===== src/rtl/wshb_arb_pkg.sv =====
// rtl/wshb_arb_pkg.sv - shared state type and defaults for the two-master Wishbone arbiter
package wshb_arb_pkg;

  typedef enum logic [1:0] {
    IDLE = 2'd0,
    GNT0 = 2'd1,
    GNT1 = 2'd2
  } arb_state_t;

  localparam int DEFAULT_QUANTUM = 64;
  localparam int ADR_W           = 32;

endpackage


===== src/rtl/wshb_if.sv =====
// rtl/wshb_if.sv - Wishbone B4 classic bus bundle with master and slave views
interface wshb_if #(
  parameter int DATA_BYTES = 4
) ();
  logic                    cyc;
  logic                    stb;
  logic                    we;
  logic [31:0]             adr;
  logic [8*DATA_BYTES-1:0] dat_ms;
  logic [8*DATA_BYTES-1:0] dat_sm;
  logic [DATA_BYTES-1:0]   sel;
  logic [2:0]              cti;
  logic [1:0]              bte;
  logic                    ack;
  logic                    err;
  logic                    rty;

  modport master (
    output cyc, stb, we, adr, dat_ms, sel, cti, bte,
    input  dat_sm, ack, err, rty
  );

  modport slave (
    input  cyc, stb, we, adr, dat_ms, sel, cti, bte,
    output dat_sm, ack, err, rty
  );
endinterface


===== src/rtl/wshb_arb_pick.sv =====
// rtl/wshb_arb_pick.sv - combinational round-robin next-grant selector for two masters
import wshb_arb_pkg::*;

module wshb_arb_pick (
  input  logic [1:0] req,
  input  logic       last,
  input  arb_state_t state,
  output arb_state_t next_state
);

  always_comb begin
    next_state = state;
    case (state)
      IDLE: begin
        // On a tie the master that was not served most recently wins.
        if (req == 2'b11)  next_state = last ? GNT0 : GNT1;
        else if (req[0])   next_state = GNT0;
        else if (req[1])   next_state = GNT1;
        else               next_state = IDLE;
      end
      GNT0: begin
        if (!req[0]) next_state = req[1] ? GNT1 : IDLE;
      end
      GNT1: begin
        if (!req[1]) next_state = req[0] ? GNT0 : IDLE;
      end
      default: next_state = IDLE;
    endcase
  end

endmodule


===== src/rtl/wshb_arbiter2.sv =====
// rtl/wshb_arbiter2.sv - two-master round-robin Wishbone arbiter; WSHB_ARB_QUANTUM_EN enables quantum preemption
import wshb_arb_pkg::*;

module wshb_arbiter2 #(
  parameter int DATA_BYTES = 4,
  parameter int QUANTUM    = DEFAULT_QUANTUM
) (
  input  logic   sys_clk,
  input  logic   sys_rst_n,
  wshb_if.slave  wshb_ifs_0,
  wshb_if.slave  wshb_ifs_1,
  wshb_if.master wshb_ifm,
  output logic [1:0] gnt
);

  arb_state_t state;
  arb_state_t state_nxt;
  arb_state_t pick_state;
  logic       last;
  logic [1:0] req;

  assign req = {wshb_ifs_1.cyc, wshb_ifs_0.cyc};

  wshb_arb_pick u_pick (
    .req        (req),
    .last       (last),
    .state      (state),
    .next_state (pick_state)
  );

`ifdef WSHB_ARB_QUANTUM_EN
  localparam int              CNT_W    = $clog2(QUANTUM + 1);
  localparam logic [CNT_W-1:0] CNT_LAST = CNT_W'(QUANTUM - 1);

  logic [CNT_W-1:0] qcnt;
  logic [CNT_W-1:0] qcnt_nxt;
  logic             resp;
  logic             preempt;

  assign resp = (state != IDLE) & (wshb_ifm.ack | wshb_ifm.err | wshb_ifm.rty);

  // The counter saturates at QUANTUM-1 so a late request from the other
  // master is still honoured on the very next completed transfer.
  always_comb begin
    preempt = 1'b0;
    if (resp && qcnt == CNT_LAST) begin
      if (state == GNT0 && req[1]) preempt = 1'b1;
      if (state == GNT1 && req[0]) preempt = 1'b1;
    end
    state_nxt = pick_state;
    if (preempt) state_nxt = (state == GNT0) ? GNT1 : GNT0;
    qcnt_nxt = qcnt;
    if (state_nxt != state || state_nxt == IDLE) qcnt_nxt = '0;
    else if (resp && qcnt != CNT_LAST)          qcnt_nxt = qcnt + 1'b1;
  end

  always_ff @(posedge sys_clk or negedge sys_rst_n) begin
    if (!sys_rst_n) qcnt <= '0;
    else            qcnt <= qcnt_nxt;
  end
`else
  logic unused_quantum;
  assign unused_quantum = ^QUANTUM;
  assign state_nxt      = pick_state;
`endif

  always_ff @(posedge sys_clk or negedge sys_rst_n) begin
    if (!sys_rst_n) begin
      state <= IDLE;
      last  <= 1'b1;
    end else begin
      state <= state_nxt;
      if (state_nxt == GNT0) last <= 1'b0;
      if (state_nxt == GNT1) last <= 1'b1;
    end
  end

  assign gnt = {state == GNT1, state == GNT0};

  // Request path is a pure function of the registered state, so an async
  // reset drops the forwarded cyc/stb immediately.
  always_comb begin
    wshb_ifm.cyc    = 1'b0;
    wshb_ifm.stb    = 1'b0;
    wshb_ifm.we     = 1'b0;
    wshb_ifm.adr    = '0;
    wshb_ifm.dat_ms = {(8*DATA_BYTES){1'b0}};
    wshb_ifm.sel    = '0;
    wshb_ifm.cti    = '0;
    wshb_ifm.bte    = '0;
    case (state)
      GNT0: begin
        wshb_ifm.cyc    = wshb_ifs_0.cyc;
        wshb_ifm.stb    = wshb_ifs_0.stb;
        wshb_ifm.we     = wshb_ifs_0.we;
        wshb_ifm.adr    = wshb_ifs_0.adr;
        wshb_ifm.dat_ms = wshb_ifs_0.dat_ms;
        wshb_ifm.sel    = wshb_ifs_0.sel;
        wshb_ifm.cti    = wshb_ifs_0.cti;
        wshb_ifm.bte    = wshb_ifs_0.bte;
      end
      GNT1: begin
        wshb_ifm.cyc    = wshb_ifs_1.cyc;
        wshb_ifm.stb    = wshb_ifs_1.stb;
        wshb_ifm.we     = wshb_ifs_1.we;
        wshb_ifm.adr    = wshb_ifs_1.adr;
        wshb_ifm.dat_ms = wshb_ifs_1.dat_ms;
        wshb_ifm.sel    = wshb_ifs_1.sel;
        wshb_ifm.cti    = wshb_ifs_1.cti;
        wshb_ifm.bte    = wshb_ifs_1.bte;
      end
      default: ;
    endcase
  end

  assign wshb_ifs_0.ack    = (state == GNT0) & wshb_ifm.ack;
  assign wshb_ifs_0.err    = (state == GNT0) & wshb_ifm.err;
  assign wshb_ifs_0.rty    = (state == GNT0) & wshb_ifm.rty;
  assign wshb_ifs_1.ack    = (state == GNT1) & wshb_ifm.ack;
  assign wshb_ifs_1.err    = (state == GNT1) & wshb_ifm.err;
  assign wshb_ifs_1.rty    = (state == GNT1) & wshb_ifm.rty;
  assign wshb_ifs_0.dat_sm = wshb_ifm.dat_sm;
  assign wshb_ifs_1.dat_sm = wshb_ifm.dat_sm;

endmodule


===== src/flat_wrapper.sv =====
// flat-port wrapper written by rule: the top's interface ports become plain ports
module wshb_arbiter2_flat 
#(
  parameter int DATA_BYTES = 4,
  parameter int QUANTUM    = DEFAULT_QUANTUM
)
  (sys_clk, sys_rst_n, gnt, wshb_ifs_0_cyc, wshb_ifs_0_stb, wshb_ifs_0_we, wshb_ifs_0_adr, wshb_ifs_0_dat_ms, wshb_ifs_0_sel, wshb_ifs_0_cti, wshb_ifs_0_bte, wshb_ifs_0_dat_sm, wshb_ifs_0_ack, wshb_ifs_0_err, wshb_ifs_0_rty, wshb_ifs_1_cyc, wshb_ifs_1_stb, wshb_ifs_1_we, wshb_ifs_1_adr, wshb_ifs_1_dat_ms, wshb_ifs_1_sel, wshb_ifs_1_cti, wshb_ifs_1_bte, wshb_ifs_1_dat_sm, wshb_ifs_1_ack, wshb_ifs_1_err, wshb_ifs_1_rty, wshb_ifm_cyc, wshb_ifm_stb, wshb_ifm_we, wshb_ifm_adr, wshb_ifm_dat_ms, wshb_ifm_sel, wshb_ifm_cti, wshb_ifm_bte, wshb_ifm_dat_sm, wshb_ifm_ack, wshb_ifm_err, wshb_ifm_rty);
  wshb_if #(.DATA_BYTES(DATA_BYTES)) wshb_ifs_0_i ();
  wshb_if #(.DATA_BYTES(DATA_BYTES)) wshb_ifs_1_i ();
  wshb_if #(.DATA_BYTES(DATA_BYTES)) wshb_ifm_i ();
  input  logic sys_clk;
  input  logic sys_rst_n;
  output logic [1:0] gnt;
  input wire logic [$bits(wshb_ifs_0_i.cyc)-1:0] wshb_ifs_0_cyc;
  input wire logic [$bits(wshb_ifs_0_i.stb)-1:0] wshb_ifs_0_stb;
  input wire logic [$bits(wshb_ifs_0_i.we)-1:0] wshb_ifs_0_we;
  input wire logic [$bits(wshb_ifs_0_i.adr)-1:0] wshb_ifs_0_adr;
  input wire logic [$bits(wshb_ifs_0_i.dat_ms)-1:0] wshb_ifs_0_dat_ms;
  input wire logic [$bits(wshb_ifs_0_i.sel)-1:0] wshb_ifs_0_sel;
  input wire logic [$bits(wshb_ifs_0_i.cti)-1:0] wshb_ifs_0_cti;
  input wire logic [$bits(wshb_ifs_0_i.bte)-1:0] wshb_ifs_0_bte;
  output wire logic [$bits(wshb_ifs_0_i.dat_sm)-1:0] wshb_ifs_0_dat_sm;
  output wire logic [$bits(wshb_ifs_0_i.ack)-1:0] wshb_ifs_0_ack;
  output wire logic [$bits(wshb_ifs_0_i.err)-1:0] wshb_ifs_0_err;
  output wire logic [$bits(wshb_ifs_0_i.rty)-1:0] wshb_ifs_0_rty;
  input wire logic [$bits(wshb_ifs_1_i.cyc)-1:0] wshb_ifs_1_cyc;
  input wire logic [$bits(wshb_ifs_1_i.stb)-1:0] wshb_ifs_1_stb;
  input wire logic [$bits(wshb_ifs_1_i.we)-1:0] wshb_ifs_1_we;
  input wire logic [$bits(wshb_ifs_1_i.adr)-1:0] wshb_ifs_1_adr;
  input wire logic [$bits(wshb_ifs_1_i.dat_ms)-1:0] wshb_ifs_1_dat_ms;
  input wire logic [$bits(wshb_ifs_1_i.sel)-1:0] wshb_ifs_1_sel;
  input wire logic [$bits(wshb_ifs_1_i.cti)-1:0] wshb_ifs_1_cti;
  input wire logic [$bits(wshb_ifs_1_i.bte)-1:0] wshb_ifs_1_bte;
  output wire logic [$bits(wshb_ifs_1_i.dat_sm)-1:0] wshb_ifs_1_dat_sm;
  output wire logic [$bits(wshb_ifs_1_i.ack)-1:0] wshb_ifs_1_ack;
  output wire logic [$bits(wshb_ifs_1_i.err)-1:0] wshb_ifs_1_err;
  output wire logic [$bits(wshb_ifs_1_i.rty)-1:0] wshb_ifs_1_rty;
  output wire logic [$bits(wshb_ifm_i.cyc)-1:0] wshb_ifm_cyc;
  output wire logic [$bits(wshb_ifm_i.stb)-1:0] wshb_ifm_stb;
  output wire logic [$bits(wshb_ifm_i.we)-1:0] wshb_ifm_we;
  output wire logic [$bits(wshb_ifm_i.adr)-1:0] wshb_ifm_adr;
  output wire logic [$bits(wshb_ifm_i.dat_ms)-1:0] wshb_ifm_dat_ms;
  output wire logic [$bits(wshb_ifm_i.sel)-1:0] wshb_ifm_sel;
  output wire logic [$bits(wshb_ifm_i.cti)-1:0] wshb_ifm_cti;
  output wire logic [$bits(wshb_ifm_i.bte)-1:0] wshb_ifm_bte;
  input wire logic [$bits(wshb_ifm_i.dat_sm)-1:0] wshb_ifm_dat_sm;
  input wire logic [$bits(wshb_ifm_i.ack)-1:0] wshb_ifm_ack;
  input wire logic [$bits(wshb_ifm_i.err)-1:0] wshb_ifm_err;
  input wire logic [$bits(wshb_ifm_i.rty)-1:0] wshb_ifm_rty;
  assign wshb_ifs_0_i.cyc = wshb_ifs_0_cyc;
  assign wshb_ifs_0_i.stb = wshb_ifs_0_stb;
  assign wshb_ifs_0_i.we = wshb_ifs_0_we;
  assign wshb_ifs_0_i.adr = wshb_ifs_0_adr;
  assign wshb_ifs_0_i.dat_ms = wshb_ifs_0_dat_ms;
  assign wshb_ifs_0_i.sel = wshb_ifs_0_sel;
  assign wshb_ifs_0_i.cti = wshb_ifs_0_cti;
  assign wshb_ifs_0_i.bte = wshb_ifs_0_bte;
  assign wshb_ifs_0_dat_sm = wshb_ifs_0_i.dat_sm;
  assign wshb_ifs_0_ack = wshb_ifs_0_i.ack;
  assign wshb_ifs_0_err = wshb_ifs_0_i.err;
  assign wshb_ifs_0_rty = wshb_ifs_0_i.rty;
  assign wshb_ifs_1_i.cyc = wshb_ifs_1_cyc;
  assign wshb_ifs_1_i.stb = wshb_ifs_1_stb;
  assign wshb_ifs_1_i.we = wshb_ifs_1_we;
  assign wshb_ifs_1_i.adr = wshb_ifs_1_adr;
  assign wshb_ifs_1_i.dat_ms = wshb_ifs_1_dat_ms;
  assign wshb_ifs_1_i.sel = wshb_ifs_1_sel;
  assign wshb_ifs_1_i.cti = wshb_ifs_1_cti;
  assign wshb_ifs_1_i.bte = wshb_ifs_1_bte;
  assign wshb_ifs_1_dat_sm = wshb_ifs_1_i.dat_sm;
  assign wshb_ifs_1_ack = wshb_ifs_1_i.ack;
  assign wshb_ifs_1_err = wshb_ifs_1_i.err;
  assign wshb_ifs_1_rty = wshb_ifs_1_i.rty;
  assign wshb_ifm_cyc = wshb_ifm_i.cyc;
  assign wshb_ifm_stb = wshb_ifm_i.stb;
  assign wshb_ifm_we = wshb_ifm_i.we;
  assign wshb_ifm_adr = wshb_ifm_i.adr;
  assign wshb_ifm_dat_ms = wshb_ifm_i.dat_ms;
  assign wshb_ifm_sel = wshb_ifm_i.sel;
  assign wshb_ifm_cti = wshb_ifm_i.cti;
  assign wshb_ifm_bte = wshb_ifm_i.bte;
  assign wshb_ifm_i.dat_sm = wshb_ifm_dat_sm;
  assign wshb_ifm_i.ack = wshb_ifm_ack;
  assign wshb_ifm_i.err = wshb_ifm_err;
  assign wshb_ifm_i.rty = wshb_ifm_rty;
  wshb_arbiter2 #(.DATA_BYTES(DATA_BYTES), .QUANTUM(QUANTUM)) u_core (.sys_clk(sys_clk), .sys_rst_n(sys_rst_n), .wshb_ifs_0(wshb_ifs_0_i), .wshb_ifs_1(wshb_ifs_1_i), .wshb_ifm(wshb_ifm_i), .gnt(gnt));
endmodule

===== config.mk =====
export PLATFORM = sky130hd
export DESIGN_NAME = wshb_arbiter2_flat
export DESIGN_NICKNAME = d
export VERILOG_FILES = /design/src/rtl/wshb_arb_pkg.sv /design/src/rtl/wshb_if.sv /design/src/rtl/wshb_arb_pick.sv /design/src/rtl/wshb_arbiter2.sv /design/src/flat_wrapper.sv
export SDC_FILE = /design/constraint.sdc
export NUM_CORES = 1
export LEC_CHECK = 0
export CORE_AREA = 5 5 129 131
export CTS_BUF_LIST = sky130_fd_sc_hd__clkbuf_4
export DETAILED_ROUTE_END_ITERATION = 16
export DIE_AREA = 0 0 134 136
export DONT_BUFFER_PORTS = 1
export PLACE_DENSITY = 0.3
export SLEW_MARGIN = 20
export SYNTH_ARGS = -nofsm -noshare
export SYNTH_HDL_FRONTEND = slang
export SYNTH_SLANG_ARGS = --single-unit

===== constraint.sdc =====
create_clock -name sys_clk -period 5.8 [get_ports sys_clk]
set_input_delay 1.16 -clock sys_clk [delete_from_list [all_inputs] [get_ports sys_clk]]
set_output_delay 1.16 -clock sys_clk [all_outputs]
set_load 0.005 [all_outputs]

* After elaboration in Yosys (flattened, before gate mapping)
Index checks and enable logic that the tools add are counted.
Word-level totals: bits in registers 3, input bits 189, logic and storage cells 33
Cells by class: eq/ne operators 5, multiplexer cells 18, bitwise operators 6, reductions and logical operators 2
Operators by type and width (count):
- 32-bit case mux with 2 select lines | 2
- 2-bit 2-to-1 mux | 6
- 4-bit case mux with 2 select lines | 1
- 1-bit AND | 6
- 2-bit equality test (second input constant) | 3
- 1-bit case mux with 2 select lines | 3
- 2-bit case mux with 3 select lines | 1
- 3-bit case mux with 2 select lines | 1
- 2-bit by 1-bit equality test with 1-bit output (second input constant) | 2
- 2-bit case mux with 2 select lines | 1
- 1-bit 2-to-1 mux | 3
- 2-bit logical NOT | 1
- 2-bit nonzero test | 1

* Depth between registers and ports, before layout
Gate-level depths: netlist (run 1).
depth in word-level cells 7, gate-level depth with buffers 9

* Hierarchy
A second synthesis (run 1) with hierarchy kept.
Second synthesis, totals: cells, all modules 265, area, all modules 1878.1 um2
Modules (own cells, without submodules):
- wshb_arbiter2 | instances 1, cells an instance 258, area each 1831.8 um2, sequential area each 76.3 um2
- wshb_arb_pick | instances 1, cells an instance 7, area each 46.3 um2, sequential area each 0.0 um2

* Worst setup path before layout (run 1)
No wires, ideal clock.
path type input -> output, from in wshb_ifs_0_cyc, to out wshb_ifm_cyc, data arrival time 1.511 ns, data required time 4.640 ns, path slack 3.129 ns, stages on the path 2, buffers on the path 0, path through a22o_1 > and2_1
Between the ends: cells in the longest elaborated chain, start to end 1
RTL lines:
- start, declared | line flat_wrapper.sv:14 | input wire logic [$bits(wshb_ifs_0_i.cyc)-1:0] wshb_ifs_0_cyc;
- 1-bit case mux with 2 select lines | line wshb_arbiter2.sv:91 | case (state)
- end, declared | line flat_wrapper.sv:38 | output wire logic [$bits(wshb_ifm_i.cyc)-1:0] wshb_ifm_cyc;
No other way between the ends.

* Final worst setup path (run 1)
from reg u_core.state[0], to out wshb_ifm_we
Between the ends: cells in the longest elaborated chain, start to end 2, elaborated cells on any way between the ends 3
RTL lines:
- start, declared | line wshb_arbiter2.sv:16 | arb_state_t state;
- start signal, assigned | line wshb_arbiter2.sv:72 | state <= state_nxt;
- 2-bit equality test
- via gnt[1] | line flat_wrapper.sv:13 | output logic [1:0] gnt;
- 1-bit case mux with 2 select lines | line wshb_arbiter2.sv:91
- end, declared | line flat_wrapper.sv:40 | output wire logic [$bits(wshb_ifm_i.we)-1:0] wshb_ifm_we;
The timed path passes the listed nets, and every way through them passes these cells.

==> impl_metrics.toml, run 1 <==
[run_status]
status = "finished clean"

[pwr]
power_leakage_nw = 0.387
ir_drop_uv = 202
p_per_area_nw_per_um2 = 468

[critical_path]
arrival_ns = 2.44
worst-path-max-fanout = 42
cp.required_ns = 4.64
endpoint_kind = "primary output"
crit_type = "register to primary output"
startpoint_type = "register"

[cells_and_area]
antenna_cells = 0
final_nets = 383
final_core_util = 0.106
postLayoutCellArea_sq_um = 1640
drive_gt1_frac = 0.0695
area_delta_synth_final_pct = -16.4

[sta]
tightest_slew_ns = 0.761
max_freq_mhz = 278
rsz0062_at_grt = "false"
clock_skew_ns = 0.00340
drv_slew = 0
layout_min_cycle_time_ns = 3.60
fin_crit_sh = 0.621
setup_viol = 0
hold_violations = 0
max-slew-margin-rel = 0.492
fin_tns_setup_ns = 0

[route]
wl_met2_um = 3820
routed_wl_um = 7050
highest_layer = "met4"
drt_iter0_drc = 63
antenna_left = 0
dr.pass1.iters = 4
num_vias = 1651
route.met3.wl_um = 750
wl_met1_um = 2240
viasPerCell = 4.36
drc = 0
wl_per_cell_um = 18.6

[grt]
grt_usage = 0.0635
grt_max_degree = 77
antenna_found_initial = 0
grt_pass1_wl_um = 9330
grt_pass1_vias = 1645
overflow = 0

[cts]
cts_buffers = 3
cts.path.max_buffers = 2
cts_sinks = 3
insertion_delay_ns = 0.24
cts_root_buf = "clkbuf_4"
hold_buffers = 0
cts.clk_slew.worst_paths_ns = 0.04
cts_tree = "yes"
cts_resized = 0
h-tree-depth = 1
postCtsSetupBuffers = 0

[logic_synthesis]
syn_avg_cell_area_sq_um = 7.22
yosysUniqueCellTypes = 23
synth_top_area_frac = 0.288
yosys-top-cells-area = "a22oi_1, buf_4, nor2b_1"
syn-num-nets = 466
yosys_warnings = 0
ys_ff_latch = 3
syn_inst = 271
synth_ff_type = "dfrtp_1"
yosysTopAreaCell = "a22oi_1"
synthArstFlopShare = 1.00
synth-edff-count = 0
ys_seq_area_frac = 0.0390
synth_area_sq_um = 1960

[placement]
gp_congestion = 0.638
port_buffers = 0
hpwlAfterDp_um = 5650
place_area_sq_um = 1600

[floorplan]
fp.coreArea_sq_um = 15500
die_w_um = 134
fp.dieH_um = 136
num_rows = 46
initial_core_util = 0.126
dieArea_sq_um = 18200
ios = 337

[job]
cap_violations = 0

[min_path]
hold_path.class = "register to register"
-- cells in the final DEF, fill, tap and decap left out, types with 2 or more instances in the layout --
cell type and count:
a22oi_1 75, and2_1 7, buf_4 2, clkbuf_4 4, dfrtp_1 2, ha_1 3
ha_2 2, inv_1 2, nand2b_1 2, nor2b_1 76
-- cell usage after synthesis (2+ instances only) --
library cell / count
buf_6: 3
buf_4: 65
and2_1: 7
ha_1: 6
dfrtp_1: 2
clkbuf_1: 7
nor2b_1: 76
a22oi_1: 75
inv_1: 2
buf_2: 14
nand2b_1: 2
-- routing by layer --
layer / track usage / up-vias
li1: - / 718
met1: 0.0592 / 771
met2: 0.126 / 138
met3: 0.0204 / 24
met4: 0.0274 / 0
met5: 0 / -
-- stage by stage --
stage	hold slack (ns)	power [mW]	setup WS (ns)	instances
after floorplan	0.557	0.667	3.13	271
after global placement	0.597	0.704	2.56	375
after detailed placement	0.597	0.723	2.51	375
after CTS	0.602	0.772	2.23	379
after global routing	0.597	0.856	1.99	379
final	0.607	0.765	2.20	379
-- cell type report --
type	instances	area (sq um)
clock buffers	4	30.0
inverters	2	7.51
flip-flops and latches	3	76.3
well taps	192	240
fillers	1806	13800
multi-input cells	176	1270
repair buffers	2	15.0
-- worst paths after layout --
check	endpoint	cells past startpoint	slack (ns)	startpoint
max	wshb_ifm_we	5	2.20	u_core.state[0]
min	u_core.state[1]	2	0.61	u_core.state[1]
max reg2reg	u_core.last	7	3.33	u_core.state[0]
min reg2reg	u_core.state[1]	2	0.61	u_core.state[1]
max in group asynchronous	u_core.last	0	5.01	sys_rst_n
min in group asynchronous	u_core.state[1]	0	0.62	sys_rst_n
-- cells by family (layout without fill, tap and decap cells) --
kind of cell / Yosys count / count (layout) / share of synthesized area
AOI/OAI and AO/OA: 83 / 83 / 0.321
muxes: 1 / 1 / 0.00576
adders and majority gates: 6 / 6 / 0.0384
and+or+nand+nor: 86 / 86 / 0.274
buffers and inverters: 92 / 8 / 0.322
DFF: 3 / 3 / 0.0390
-- power by group --
| part | leakage, nW | switching [mW] | internal [mW] |
|---|---|---|---|
| combinational | 0.332 | 0.390 | 0.294 |
| sequential | 0.0364 | 0.00773 | 0.0311 |
| clock | 0.0184 | 0.0116 | 0.0305 |
| total | 0.387 | 0.409 | 0.356 |
-- state kept, by name (all words and copies together), names as in the netlist --
| signal | flops |
|---|---|
| u_core.last | 1 |
| u_core.state | 2 |
-- worst max-delay path: stages, from the launching register on --
cell and delay (ns):
dfrtp_1 0.40, inv_1 0.17, ha_2 0.71, buf_4 0.51
a22oi_1 0.18, nor2b_1 0.18
No activity file was read; power rests on OpenSTA's default activity.
==> run 2: changes to the inputs <==
--- a/config.mk
+++ b/config.mk
@@ -5,12 +5,13 @@
 export SDC_FILE = /design/constraint.sdc
 export NUM_CORES = 1
 export LEC_CHECK = 0
-export CORE_AREA = 5 5 129 131
+export ABC_AREA = 1
+export CORE_AREA = 5 5 127 129
 export CTS_BUF_LIST = sky130_fd_sc_hd__clkbuf_4
 export DETAILED_ROUTE_END_ITERATION = 16
-export DIE_AREA = 0 0 134 136
+export DIE_AREA = 0 0 132 134
 export DONT_BUFFER_PORTS = 1
-export PLACE_DENSITY = 0.3
+export PLACE_DENSITY = 0.31
 export SLEW_MARGIN = 20
 export SYNTH_ARGS = -nofsm -noshare
 export SYNTH_HDL_FRONTEND = slang
==> constraint.sdc (replaced) <==
create_clock -name sys_clk -period 3.6 [get_ports sys_clk]
set_input_delay 0.72 -clock sys_clk [delete_from_list [all_inputs] [get_ports sys_clk]]
set_output_delay 0.72 -clock sys_clk [all_outputs]
set_load 0.005 [all_outputs]
==> impl_metrics.toml, run 2 <==
[run_status]
status = "finished clean"

[sta]
hold_violations = 0
drv_slew = 0
holdWs_ns = 0.188
layout_min_cycle_time_ns = 2.75
tightest_slew_ns = 0.912
fin_tns_setup_ns = 0
max-slew-margin-rel = 0.392
setup_viol = 0
fin_crit_sh = 0.763
rsz0062_at_grt = "false"
max_freq_mhz = 364
clock_skew_ns = 0.00129

[floorplan]
num_rows = 45
initial_core_util = 0.136
fp.coreArea_sq_um = 14900
dieArea_sq_um = 17700
ios = 337
die_w_um = 132
fp.dieH_um = 134

[cts]
cts_buffers = 3
cts_tree = "yes"
cts_resized = 0
cts.path.max_buffers = 2
insertion_delay_ns = 0.23
cts_sinks = 3
h-tree-depth = 1
cts_root_buf = "clkbuf_4"
postCtsSetupBuffers = 0
hold_buffers = 0
cts.clk_slew.worst_paths_ns = 0.04

[route]
viasPerCell = 4.07
drc = 0
drt_iter0_drc = 84
antenna_left = 0
num_vias = 1910
wl_per_cell_um = 15.0
routed_wl_um = 7020
dr.pass1.iters = 5

[critical_path]
regToRegSetupSlack_ns = 1.11
rr_worst_depth = 9
rr_endpoint = "u_core.last"
arrival_ns = 2.03
cp.required_ns = 2.88
crit_type = "register to primary output"
startpoint_type = "register"
reg2reg_from = "u_core.state[0]"
worst-path-max-fanout = 50
endpoint_kind = "primary output"

[pwr]
power.share.switching = 0.674
p_clk_frac = 0.051
p_switching_uw = 866
seqPwrFrac = 0.055
internal_power_uw = 419
ir_drop_uv = 425
power_leakage_nw = 0.515
total_power_mw = 1.28
power_frac_comb = 0.894
p_per_area_nw_per_um2 = 763

[cells_and_area]
top_regs = "u_core.state (2), u_core.last (1)"
largest_reg_flops = 2
layout_commonest_cell = "nand2_1"
area_delta_synth_final_pct = -17.0
antenna_cells = 0
final_core_util = 0.113
drive_gt1_frac = 0.157
fill_cells = 1753
layout_common_cells = "nand2_1, a21oi_1, a21oi_2, nand2_2, inv_1"
final_nets = 477
largest-register = "u_core.state"
postLayoutCellArea_sq_um = 1680

[grt]
grt_max_degree = 82
grt_usage = 0.0711
overflow = 0
grt_pass1_vias = 1988
grt_pass1_wl_um = 10800
antenna_found_initial = 0

[logic_synthesis]
ys_seq_area_frac = 0.0376
synth_area_sq_um = 2030
synth_ff_type = "dfrtp_1"
yosysMostFrequentCell = "nand2_1"
yosys-top-cells-area = "nand2_1, buf_4, a21oi_1"
synthArstFlopShare = 1.00
syn-num-nets = 560
yosysUniqueCellTypes = 17
syn_avg_cell_area_sq_um = 5.56
ys_ff_latch = 3
synth_common_cells = "nand2_1, buf_4, a21oi_1, a21oi_2, nand2_2"
synth_top_area_frac = 0.281
synth-edff-count = 0
yosys_warnings = 0
syn_inst = 365
yosysTopAreaCell = "nand2_1"

[placement]
place_area_sq_um = 1650
hpwlAfterDp_um = 5780
port_buffers = 0
gp_congestion = 0.651

[min_path]
hold_path.class = "input port to asynchronous set/reset pin"

[job]
cap_violations = 0
## run 2: through the flow
step           std cells  setup WS [ns]
5_1_grt              469          0.586
2_1_floorplan        365           1.64
6_report             469          0.855
3_5_place_dp         465           1.04
4_1_cts              469          0.784
3_3_place_gp         465           1.09
## run 2: area by class of cell
type	instances	area (sq um)	share of cell area
clock buffer	4	30.0	0.0178
inverter	15	56.3	0.0335
multi-input combinational	257	1240	0.740
sequential	3	76.3	0.0454
tap	188	235	0.140
timing repair buffer	2	40.0	0.0238
## run 2: routing by layer
metal,wire (um),global-route usage
met5,0,0
met2,3610,0.131
met1,2420,0.0766
met4,252,0.0269
met3,735,0.0206
## run 2: power by group through the flow
stage | clock (mW) | combinational [mW] | sequential (mW)
6_report | 0.0652 | 1.15 | 0.0707
5_1_grt | 0.0761 | 1.33 | 0.0743
4_1_cts | 0.0678 | 1.18 | 0.0715
3_5_place_dp | 0 | 1.18 | 0.0716
3_3_place_gp | 0 | 1.16 | 0.0705
2_1_floorplan | 0 | 1.09 | 0.0638
## run 2: kinds of logic after synthesis
group | share of synthesized area
adders and majority gates | 0.0370
and+or+nand+nor | 0.345
muxes | 0.00555
DFF | 0.0376
AOI/OAI and AO/OA | 0.219
buffers and inverters | 0.356
## run 2: worst max path at each step
stage | to | startpoint | slack [ns]
global placement | wshb_ifm_sel[1] | u_core.state[1] | 1.09
CTS | wshb_ifm_cti[1] | u_core.state[1] | 0.78
global route | wshb_ifm_cti[1] | u_core.state[1] | 0.59
finish | wshb_ifm_dat_ms[13] | u_core.state[1] | 0.85
detailed placement | wshb_ifm_cti[1] | u_core.state[1] | 1.04
floorplan | wshb_ifm_dat_ms[21] | u_core.state[0] | 1.64
## run 2: worst max-delay path, cell delays in order (launching register included)
cell and delay (ns):
dfrtp_1 0.43, inv_1 0.13, ha_2 0.58, buf_12 0.30
nand2_1 0.09, a21oi_1 0.24
==> run 3: changes to the inputs <==
--- a/config.mk
+++ b/config.mk
@@ -5,11 +5,11 @@
 export SDC_FILE = /design/constraint.sdc
 export NUM_CORES = 1
 export LEC_CHECK = 0
-export ABC_AREA = 1
-export CORE_AREA = 5 5 127 129
+export ABC_AREA = 0
+export CORE_AREA = 5 5 129 131
 export CTS_BUF_LIST = sky130_fd_sc_hd__clkbuf_4
 export DETAILED_ROUTE_END_ITERATION = 16
-export DIE_AREA = 0 0 132 134
+export DIE_AREA = 0 0 134 136
 export DONT_BUFFER_PORTS = 1
 export PLACE_DENSITY = 0.31
 export SLEW_MARGIN = 20
==> constraint.sdc (replaced) <==
create_clock -name sys_clk -period 2.4 [get_ports sys_clk]
set_input_delay 0.48 -clock sys_clk [delete_from_list [all_inputs] [get_ports sys_clk]]
set_output_delay 0.48 -clock sys_clk [all_outputs]
set_load 0.005 [all_outputs]
==> impl_metrics.toml, run 3 (synthesis gave the netlist of run 1 again) <==
[floorplan]
num_rows = 46
fp.coreArea_sq_um = 15500
fp.dieH_um = 136
initial_core_util = 0.126
dieArea_sq_um = 18200
die_w_um = 134
ios = 337

[route]
antenna_left = 0
viasPerCell = 4.30
dr.pass1.iters = 4
drt_iter0_drc = 87
num_vias = 1645
drc = 0
routed_wl_um = 6720
wl_per_cell_um = 17.6

[placement]
dp_slack_ns = 0.403
port_buffers = 0
place_area_sq_um = 1630
hpwlAfterDp_um = 5500
gp_congestion = 0.647

[sta]
max_freq_mhz = 444
fin_tns_setup_ns = 0
holdWs_ns = 0.0918
fin_crit_sh = 0.938
hold_violations = 0
drv_slew = 0
layout_min_cycle_time_ns = 2.25
setup_viol = 0
tightest_slew_ns = 0.417
clock_skew_ns = 0.00214
fin_ws_ns = 0.149
rsz0062_at_grt = "false"
max-slew-margin-rel = 0.722

[grt]
grt_pass1_vias = 1671
grt_usage = 0.0584
grt_max_degree = 77
overflow = 0
grt_pass1_wl_um = 8900
antenna_found_initial = 0

[cells_and_area]
largest_reg_flops = 2
top_regs = "u_core.state (2), u_core.last (1)"
layout_commonest_cell = "nor2b_1"
largest-register = "u_core.state"
area_delta_synth_final_pct = -14.6
layout_common_cells = "nor2b_1, a22oi_1, and2_1, clkbuf_4, buf_4"
antenna_cells = 0
postLayoutCellArea_sq_um = 1670
drive_gt1_frac = 0.0838
final_nets = 387

[pwr]
power_frac_comb = 0.895
power_leakage_nw = 0.408
power.share.switching = 0.529
seqPwrFrac = 0.051
internal_power_uw = 878
p_switching_uw = 986
p_clk_frac = 0.054
p_per_area_nw_per_um2 = 1120
ir_drop_uv = 513

[critical_path]
endpoint_kind = "primary output"
startpoint_type = "register"
slowest_stage = "dfrtp_1"
cp.required_ns = 1.92
arrival_ns = 1.77
crit_type = "register to primary output"
cp_num_buf_inv = 2
slowest_delay_ns = 0.41
cp_top_family = "buffers and inverters"
cp_cell_sequence = "inv_1 > ha_2 > buf_4 > a22oi_1 > nor2b_1"
worst-path-max-fanout = 41

[cts]
cts.path.max_buffers = 2
h-tree-depth = 1
cts_root_buf = "clkbuf_4"
cts_buffers = 3
cts.clk_slew.worst_paths_ns = 0.04
insertion_delay_ns = 0.23
cts_sinks = 3
postCtsSetupBuffers = 0
cts_tree = "yes"

[min_path]
hold_path.class = "input port to asynchronous set/reset pin"

[job]
cap_violations = 0

[run_status]
status = "finished clean"
-- run 3: cell count changes in the layout (fill, tap and decap cells not counted), sizes merged, moves of 2 or more --
cell / previous run / this run
nand2: 168 / 1
a22oi: 0 / 76
nor2b: 0 / 76
a21oi: 76 / 1
inv: 15 / 2
and2: 0 / 7
nand3: 5 / 0
buf: 2 / 5
nand2b: 0 / 2
o21ai: 0 / 2
-- run 3: path summary, 6_finish.rpt --
check                                    to  slack [ns]       startpoint  cells after the start
max                        wshb_ifm_adr[22]        0.15  u_core.state[0]                      5
min                             u_core.last        0.09        sys_rst_n                      0
max reg2reg                     u_core.last        0.57  u_core.state[0]                      7
min reg2reg                 u_core.state[1]        0.60  u_core.state[1]                      2
max in group asynchronous   u_core.state[1]        1.79        sys_rst_n                      1
min in group sys_clk        u_core.state[1]        0.46   wshb_ifs_0_cyc                      2
-- run 3: final cells by class --
class / count / area, sq um
Sequential cell: 3 / 76.3
Multi-Input combinational cell: 176 / 1260
Clock buffer: 4 / 30.0
Timing Repair Buffer: 6 / 60.1
Fill cell: 1794 / 13800
Tap cell: 192 / 240
Inverter: 2 / 7.51
-- run 3: layer usage --
metal	part of all wire	vias up	GRT usage
li1	-	726	-
met1	0.35	766	0.0652
met2	0.53	130	0.109
met3	0.10	23	0.0148
met4	0.017	0	0.0177
met5	0	-	0
-- run 3: worst register-to-register path, delay by kind of cell (launching register included) --
kind                       cells  cell delay (ns)
DFF                            1             0.41
AOI/OAI and AO/OA              2             0.30
and+or+nand+nor                1             0.08
buffers and inverters          1             0.14
muxes                          1             0.32
adders and majority gates      2             0.52
-- run 3: per-stage QoR --
stage               std cells  total power, mW  utilization
floorplan                 271             1.61            -
global placement          378             1.72        0.105
detailed placement        378             1.78        0.105
CTS                       383             1.89        0.108
global route              383             2.07        0.108
finish                    383             1.86        0.108
-- run 3: power groups by stage --
stage               Combinational (mW)  Clock, mW  Sequential [mW]
finish                            1.67      0.100           0.0949
global route                      1.87      0.108           0.0971
CTS                               1.69      0.106           0.0955
detailed placement                1.69          0           0.0959
global placement                  1.63          0           0.0949
floorplan                         1.52          0           0.0894
-- run 3: what timing repair did --
| item | 4_1_cts | 5_1_grt |
|---|---|---|
| hold buffers | 1 | 0 |
| resized for setup | 0 | 0 |
| hold endpoints to repair | 2 | 0 |
